File: src/rtl/bidir_switch_pkg.sv
// Shared types and constants for the bidirectional switch sequencer.
//   state_t    : sequencer FSM states
//   sw_ctrl_t  : 2-bit per-switch control word {enable, dir}
//   SW_*       : legal control word encodings (2'b01 is never produced)
//   sw_encode  : maps a command's (en, dir) onto a control word
//   needs_break: true when moving between two enabled words of opposite dir
package bidir_switch_pkg;

    typedef enum logic [1:0] {
        ST_IDLE  = 2'b00,
        ST_APPLY = 2'b01,
        ST_BREAK = 2'b10,
        ST_DEAD  = 2'b11
    } state_t;

    typedef logic [1:0] sw_ctrl_t;

    localparam sw_ctrl_t SW_OFF    = 2'b00;
    localparam sw_ctrl_t SW_P1TOP2 = 2'b11;
    localparam sw_ctrl_t SW_P2TOP1 = 2'b10;

    // dir is meaningless for a disabled switch, so it is forced low there
    function automatic sw_ctrl_t sw_encode(input logic en, input logic dir);
        sw_ctrl_t word;
        if (en == 1'b0) begin
            word = SW_OFF;
        end else if (dir == 1'b1) begin
            word = SW_P1TOP2;
        end else begin
            word = SW_P2TOP1;
        end
        return word;
    endfunction

    // A break is only required when a driving switch flips direction;
    // going to or from OFF can never create a contention window.
    function automatic logic needs_break(input sw_ctrl_t cur, input sw_ctrl_t nxt);
        return cur[1] & nxt[1] & (cur[0] ^ nxt[0]);
    endfunction

endpackage

File: src/rtl/deadtime_counter.sv
// Down-counter that times the break-to-make gap.
//   clk, rst_n : clock, asynchronous active-low reset
//   load       : load load_val (wins over enable)
//   load_val   : dead time in cycles
//   enable     : count down one per cycle
//   expire     : high in the cycle the count sits at 1 while enabled
module deadtime_counter #(
    parameter int CNT_W = 3
) (
    input  logic             clk,
    input  logic             rst_n,
    input  logic             load,
    input  logic [CNT_W-1:0] load_val,
    input  logic             enable,
    output logic             expire
);

    logic [CNT_W-1:0] cnt_r;

    // Count register: load, then decrement while enabled, saturating at zero
    always_ff @(posedge clk or negedge rst_n) begin
        if (!rst_n) begin
            cnt_r <= {CNT_W{1'b0}};
        end else if (load) begin
            cnt_r <= load_val;
        end else if (enable && (cnt_r != {CNT_W{1'b0}})) begin
            cnt_r <= cnt_r - CNT_W'(1);
        end else begin
            cnt_r <= cnt_r;
        end
    end

    assign expire = enable && (cnt_r == CNT_W'(1));

endmodule

File: src/rtl/bidir_switch_seq.sv
// Break-before-make sequencer owning the enable_dir control words of N_SW
// bidirectional switch cells.
//   clk, rst_n   : clock, asynchronous active-low reset
//   cmd_valid    : command offered
//   cmd_ready    : command can be accepted (state IDLE)
//   cmd_idx      : target switch index
//   cmd_en       : 1 = enable switch, 0 = disable
//   cmd_dir      : 1 = port1 drives port2, 0 = port2 drives port1
//   all_off      : synchronous kill of every switch, aborts any command
//   enable_dir_o : registered control words, slot i at [2i+1:2i]
//   busy         : a command is in progress
//   done         : one-cycle pulse on command completion
//   err          : one-cycle pulse on command rejection (bad index)
module bidir_switch_seq
    import bidir_switch_pkg::*;
#(
    parameter int N_SW     = 8,
    parameter int DEAD_CYC = 4,
    parameter int IDX_W    = $clog2(N_SW)
) (
    input  logic              clk,
    input  logic              rst_n,
    input  logic              cmd_valid,
    output logic              cmd_ready,
    input  logic [IDX_W-1:0]  cmd_idx,
    input  logic              cmd_en,
    input  logic              cmd_dir,
    input  logic              all_off,
    output logic [2*N_SW-1:0] enable_dir_o,
    output logic              busy,
    output logic              done,
    output logic              err
);

    localparam int CNT_W = $clog2(DEAD_CYC + 1);

    state_t           state_r;
    sw_ctrl_t         slots_r [N_SW];
    logic [IDX_W-1:0] lat_idx_r;
    sw_ctrl_t         lat_new_r;
    logic             lat_err_r;
    logic             done_r;
    logic             err_r;

    logic [31:0]      cmd_idx_ext_s;
    logic [31:0]      lat_idx_ext_s;
    sw_ctrl_t         cur_s;
    sw_ctrl_t         new_s;
    logic             bad_idx_s;
    logic             brk_s;
    logic             dead_expire_s;
    logic             dead_load_s;
    logic             dead_en_s;

    // Indices are compared at 32 bits so an index field wider than the
    // slot array (possible when IDX_W is overridden) is handled safely.
    assign cmd_idx_ext_s = 32'(cmd_idx);
    assign lat_idx_ext_s = 32'(lat_idx_r);
    assign bad_idx_s     = (cmd_idx_ext_s >= 32'(N_SW));
    assign new_s         = sw_encode(cmd_en, cmd_dir);

    // Current control word of the addressed slot (OFF when out of range)
    always_comb begin
        cur_s = SW_OFF;
        for (int i = 0; i < N_SW; i++) begin
            cur_s = (cmd_idx_ext_s == 32'(i)) ? slots_r[i] : cur_s;
        end
    end

    assign brk_s = needs_break(cur_s, new_s);

    assign dead_load_s = (state_r == ST_BREAK);
    assign dead_en_s   = (state_r == ST_DEAD);

    deadtime_counter #(
        .CNT_W (CNT_W)
    ) u_dead (
        .clk      (clk),
        .rst_n    (rst_n),
        .load     (dead_load_s),
        .load_val (CNT_W'(DEAD_CYC)),
        .enable   (dead_en_s),
        .expire   (dead_expire_s)
    );

    // Sequencer FSM, slot registers and completion pulses
    always_ff @(posedge clk or negedge rst_n) begin
        if (!rst_n) begin
            state_r   <= ST_IDLE;
            lat_idx_r <= {IDX_W{1'b0}};
            lat_new_r <= SW_OFF;
            lat_err_r <= 1'b0;
            done_r    <= 1'b0;
            err_r     <= 1'b0;
            for (int i = 0; i < N_SW; i++) begin
                slots_r[i] <= SW_OFF;
            end
        end else if (all_off) begin
            // Kill beats everything, including a command offered this cycle
            state_r <= ST_IDLE;
            done_r  <= 1'b0;
            err_r   <= 1'b0;
            for (int i = 0; i < N_SW; i++) begin
                slots_r[i] <= SW_OFF;
            end
        end else begin
            done_r <= 1'b0;
            err_r  <= 1'b0;
            case (state_r)
                ST_IDLE: begin
                    if (cmd_valid) begin
                        lat_idx_r <= cmd_idx;
                        lat_new_r <= new_s;
                        lat_err_r <= bad_idx_s;
                        if (!bad_idx_s && brk_s) begin
                            state_r <= ST_BREAK;
                        end else begin
                            state_r <= ST_APPLY;
                        end
                    end
                end
                ST_APPLY: begin
                    if (lat_err_r) begin
                        err_r <= 1'b1;
                    end else begin
                        done_r <= 1'b1;
                        for (int i = 0; i < N_SW; i++) begin
                            if (lat_idx_ext_s == 32'(i)) begin
                                slots_r[i] <= lat_new_r;
                            end
                        end
                    end
                    state_r <= ST_IDLE;
                end
                ST_BREAK: begin
                    for (int i = 0; i < N_SW; i++) begin
                        if (lat_idx_ext_s == 32'(i)) begin
                            slots_r[i] <= SW_OFF;
                        end
                    end
                    state_r <= ST_DEAD;
                end
                ST_DEAD: begin
                    if (dead_expire_s) begin
                        state_r <= ST_APPLY;
                    end
                end
                default: begin
                    state_r <= ST_IDLE;
                end
            endcase
        end
    end

    // Flatten slot registers onto the control-word bus
    for (genvar g = 0; g < N_SW; g++) begin : g_slot
        assign enable_dir_o[2*g +: 2] = slots_r[g];
    end

    assign cmd_ready = (state_r == ST_IDLE);
    assign busy      = (state_r != ST_IDLE);
    assign done      = done_r;
    assign err       = err_r;

endmodule

File: config.mk
export PLATFORM = sky130hd
export DESIGN_NAME = bidir_switch_seq
export DESIGN_NICKNAME = d
export VERILOG_FILES = /design/src/rtl/bidir_switch_pkg.sv /design/src/rtl/deadtime_counter.sv /design/src/rtl/bidir_switch_seq.sv
export SDC_FILE = /design/constraint.sdc
export NUM_CORES = 1
export LEC_CHECK = 0
export BUFFER_PORTS_ARGS = -buffer_cell sky130_fd_sc_hd__buf_2
export CAP_MARGIN = 20
export CORE_UTILIZATION = 28
export DETAILED_ROUTE_END_ITERATION = 8
export GPL_TIMING_DRIVEN = 0
export PLACE_DENSITY = 0.43
export SLEW_MARGIN = 15
export SYNTH_ARGS = -nofsm -noshare
export SYNTH_HDL_FRONTEND = slang
export SYNTH_SLANG_ARGS = --single-unit
File: constraint.sdc
create_clock -name clk -period 2.03 [get_ports clk]
set_input_delay 0.3045 -clock clk [delete_from_list [all_inputs] [get_ports clk]]
set_output_delay 0.3045 -clock clk [all_outputs]
set_load 0.1 [all_outputs]
==> Word level (Yosys, flattened, before mapping) <==
Index checks and enable logic that the tools add are counted.
{ "totals": {"output_inout_bits": 20, "word_cells": 121, "input_bits": 9, "ff_bits": 29} }
{ "classes": {"n_bitwise": 4, "mux": 42, "n_reduce_logical": 21, "n_eq_ne": 37, "add_sub_neg": 1, "order_cmp": 1} }
{ "ops": {"columns": ["operator", "count"], "rows": [
  ["32-bit logical NOT", 2],
  ["2-bit 2-to-1 mux", 29],
  ["16-bit 2-to-1 mux", 2],
  ["16-bit case mux with 2 select lines", 1],
  ["4-bit AND reduction", 8],
  ["3-bit != test (second input constant)", 10],
  ["3-bit by 2-bit != test with 1-bit output (second input constant)", 9],
  ["3-bit == test (second input constant)", 8],
  ["3-bit by 2-bit == test with 1-bit output (second input constant)", 4],
  ["3-bit by 1-bit == test with 1-bit output (second input constant)", 3],
  ["2-bit case mux with 4 select lines", 1],
  ["1-bit 2-to-1 mux", 7],
  ["3-bit 2-to-1 mux", 2],
  ["3-bit nonzero test", 2],
  ["2-bit == test (second input constant)", 2],
  ["3-bit by 4-bit >= comparator with 1-bit output (second input constant)", 1],
  ["2-bit nonzero test", 2],
  ["1-bit logical AND", 3],
  ["3-bit AND reduction", 1],
  ["3-bit by 1-bit subtractor with 3-bit output (second input constant)", 1],
  ["1-bit bitwise AND", 2],
  ["2-bit by 1-bit == test with 1-bit output (second input constant)", 1],
  ["2-bit logical NOT", 1],
  ["2-bit AND reduction", 1],
  ["3 further kinds", 3]
]} }

==> Depth between registers and ports, before layout <==
{ "depth": {"depth_word": 16, "ltp_mapped": 7} }

==> By module <==
From an unflattened synthesis, not the netlist that was laid out.
{ "hier_totals": {"hier_cells": 151, "area_unflattened_um2": 1468.9} }
{ "by_module_without_submodules": {"columns": ["module", "cells_each", "instances", "seq_area_each_um2", "area_per_inst_um2"], "rows": [
  ["bidir_switch_seq", 130, 1, 600.6, 1260.0],
  ["deadtime_counter", 21, 1, 75.1, 209.0]
]} }

==> Worst setup path before layout <==
No wires, ideal clock.
{ "synth_timing": {"kind": "reg-to-reg", "start": "register state_r[1]", "end": "register state_r[1]", "t_required_ns": 1.903, "n_path_buf": 1, "path_stages_with_launch": 5, "arrival_ns": 3.411, "setup_ns": 0.127, "path_slack_ns": -1.508, "path_cell_list": "dfrtp_1 clkbuf_1 nor2_1 inv_1 o31a_2"} }
{ "synth_between": {"word_cells_on_any_way": 10} }
{ "synth_lines": {"columns": ["element", "line_no", "source"], "rows": [
  ["start: declaration", "bidir_switch_seq.sv:37", "state_t state_r;"],
  ["start signal: assignment", "bidir_switch_seq.sv:89", "state_r <= ST_IDLE;"],
  ["start signal: assignment", "bidir_switch_seq.sv:100", "state_r <= ST_IDLE;"],
  ["start signal: assignment", "bidir_switch_seq.sv:116", "state_r <= ST_BREAK;"],
  ["2-bit logical NOT (*)", null, null],
  ["via cmd_ready", "bidir_switch_seq.sv:24", "output logic cmd_ready,"],
  ["2-bit case mux with 4 select lines or 3-bit by 2-bit != test with 1-bit output (tied branches)", null, null],
  ["2-bit 2-to-1 mux or 2-bit AND reduction (tied branches)", null, null]
]} }
The timed path passes the listed nets; every way through them passes the cells marked *.
A chain may end at the register's enable or synchronous reset.

==> Final worst setup path <==
{ "layout_timing": {"start": "register state_r[1]", "end": "output port busy"} }
{ "layout_between": {"elab_chain_len": 1} }
{ "layout_rtl": {"columns": ["element", "line_no", "source"], "rows": [
  ["2-bit nonzero test", "bidir_switch_seq.sv:161", "assign busy = (state_r != ST_IDLE);"],
  ["end: declaration", "bidir_switch_seq.sv:30", "output logic busy,"]
]} }
Every way passes these cells.

==> impl_metrics.toml <==
[setup_path]
r2r_start = "state_r[1]$_DFFE_PN0P_"
regToRegEndpoint = "lat_idx_r[1]$_DFFE_PN0P_"
required_ns = 1.73
worst_setup_path_end_kind = "primary output"
reg2reg_depth = 5
crit_arrival_ns = 1.60
critical_path_class = "flop to primary output"
r2r_slack_ns = 0.32
start_kind = "flop"
path_max_fanout = 10

[clock_network]
cts_tree = "done"
post_cts_buffers = 0
ctsRootBufferMaster = "clkbuf_8"
ctsResizeCount = 0
path_clk_slew_ns = 0.09
clockBufferDepth = 2
cts_hold_buf = 0
cts.sinks = 27
cts_buffers = 3
worstSkewPairLatency_ns = 0.28
cts_htree_levels = 1

[routing]
wl_per_cell_um = 14.21
dr_total_vias = 1078
drt_wl_total_um = 3241
post-route-drc-count = 0
drtIter0Drc = 23
viasPerCell = 4.728
detail-route-antenna-nets = 0
drtPass1Iterations = 4

[power]
p_switching_mw = 1.132
powerDensity_nw_per_um2 = 1293
vdd_drop_max_mv = 0.4686
leakagePower_nw = 0.8154
switching_share_pct = 51.07
power.total_mw = 2.217
pwr-share-comb_pct = 50.7
power_frac_seq_pct = 35.0
clockPowerShare_pct = 14.3
intPower_mw = 1.085

[timing]
finalHoldViolations = 0
layout_setup_ws_ns = 0.1272
setup_viol = 0
worst_pin_slew_ns = 0.6139
setup_tns_ns = 0
slew_headroom_pct = 59.07
finalClockSkew_ns = 0.002672
rsz0062_at_grt = "false"
final-max-slew-violation-count = 0
holdWs_ns = 0.02234
clock.fmax_mhz = 525.5
fin_crit_sh_pct = 93.73
fin_crit_ns = 1.903

[floorplanning]
design.core.area_um2 = 4848
io_pins = 29
die_x_um = 73.97
die-area_um2 = 5471
initial_utilization_pct = 29.91
fp.dieH_um = 73.97
rows = 25

[global_route]
grt_pass1_vias = 1045
grt.total_usage_pct = 13.06
grt_pass1_wl_um = 5209
gr-total-overflow = 0
antenna_found_initial = 0
grt_max_degree = 28

[place]
globalplace.congestion = 0.8035
dpl.hpwl_um = 2501
dp_slack_ns = 0.1787
portBuffers = 24

[logic_synthesis]
yosysTopAreaCell = "dfrtp_1"
synth_flop_cell = "dfrtp_1"
synth_nets = 145
async_flop_share_pct = 100.0
yosysWarnings = 0
synth_top_area_share_pct = 46.59
synth-seq-area-share_pct = 46.59
synthTopCellsByArea = "dfrtp_1 47%, mux2_2 16%, mux2i_1 3.5%, a21oi_1 2.8%, ha_1 2.6%"
synth_area_per_cell_um2 = 10.90
synth.distinct_cells = 37
yosys_register_bits = 27
synth_edf_count = 0
syn-instance-count = 133
synth_area_um2 = 1450

[cells_and_area]
area_growth_syn_to_layout_pct = 18.21
drive_gt1_share_pct = 39.75
nFillCells = 502
final_nets = 174
diodes = 0

[flow_run]
max-cap-violations = 0

[worst_hold_path]
hp-class = "input port to async pin"

[status]
outcome = "finished clean"
-- how the worst max path moves through the flow --
stage / slack (ns) / to / cells after the start / start
floorplan: -0.28 / state_r[1]$_DFFE_PN0P_ / 4 / state_r[1]$_DFFE_PN0P_
global placement: 0.17 / state_r[0]$_DFFE_PN0P_ / 5 / cmd_idx[0]
detailed placement: 0.18 / state_r[0]$_DFFE_PN0P_ / 5 / cmd_idx[0]
CTS: 0.12 / busy / 4 / state_r[1]$_DFFE_PN0P_
global route: 0.03 / busy / 4 / state_r[1]$_DFFE_PN0P_
finish: 0.13 / busy / 4 / state_r[1]$_DFFE_PN0P_
-- cell families after synthesis --
family | share of synthesized area, %
compound gates | 13.55
xor+xnor | 0.6041
fa+ha+maj | 2.589
buf+inv | 5.867
flops | 46.59
mux | 21.31
other cells | 0.2586
simple gates | 9.232
-- cell usage in the layout (no fill, tap or decap), drive strengths merged, types with 5 or more instances in the layout --
cell     n
dfrtp   27
buf     27
a21oi    8
clkbuf  10
mux2    21
nand2    6
mux2i    5
inv     10
nor2    10
-- cell usage after synthesis, types with 2 or more instances --
master	number
inv_1	10
mux2_2	21
nand2_1	6
o211ai_1	3
a21oi_1	8
o21ai_0	4
dfrtp_1	27
a22oi_1	2
mux2i_1	5
ha_1	3
nor2_1	10
clkbuf_1	5
and2_1	2
nor2b_1	4
-- power by group through the flow --
stage / sequential [mW] / combinational (mW) / clock (mW)
CTS: 0.779 / 1.14 / 0.335
floorplan: 1.27 / 0.438 / 0
finish: 0.776 / 1.12 / 0.317
global route: 0.802 / 1.19 / 0.352
detailed placement: 0.789 / 1.14 / 0
global placement: 0.783 / 1.12 / 0
-- through the flow --
| stage | util (%) | instances | instance area (um^2) |
|---|---|---|---|
| floorplan | - | 133 | 1465 |
| global placement | 34.43 | 224 | 1669 |
| detailed placement | 34.43 | 224 | 1669 |
| CTS | 35.35 | 228 | 1714 |
| global route | 35.35 | 228 | 1714 |
| finish | 35.35 | 228 | 1714 |
-- flip-flops by register name, indices dropped and copies added, names as in the netlist --
name,count
enable_dir_o,16
done,1
state_r,2
lat_new_r,2
u_dead.cnt_r,3
lat_idx_r,3
-- critical path, stage by stage, from the launching register on --
cell and delay (ns):
dfrtp_1 0.38, clkbuf_1 0.37, nor2_4 0.06, inv_1 0.08, buf_2 0.42
-- routing by layer --
metal	share of wire, %	GRT usage (%)
met2	48	21.31
met3	4.0	2.439
met4	1.7	5.769
met1	46	16.89
met5	0	0
-- layout make-up --
cell class                 instances  area [um^2]  share of cell area, %
multi-input combinational         87        696.9                  40.66
sequential                        27        683.2                  39.85
timing repair buffer              24        120.1                  7.007
tap                               67        83.83                  4.891
buffer                             9        47.55                  2.774
clock buffer                       4        45.04                  2.628
inverter                          10        37.54                  2.190
Power figures use the tool's default switching activity.
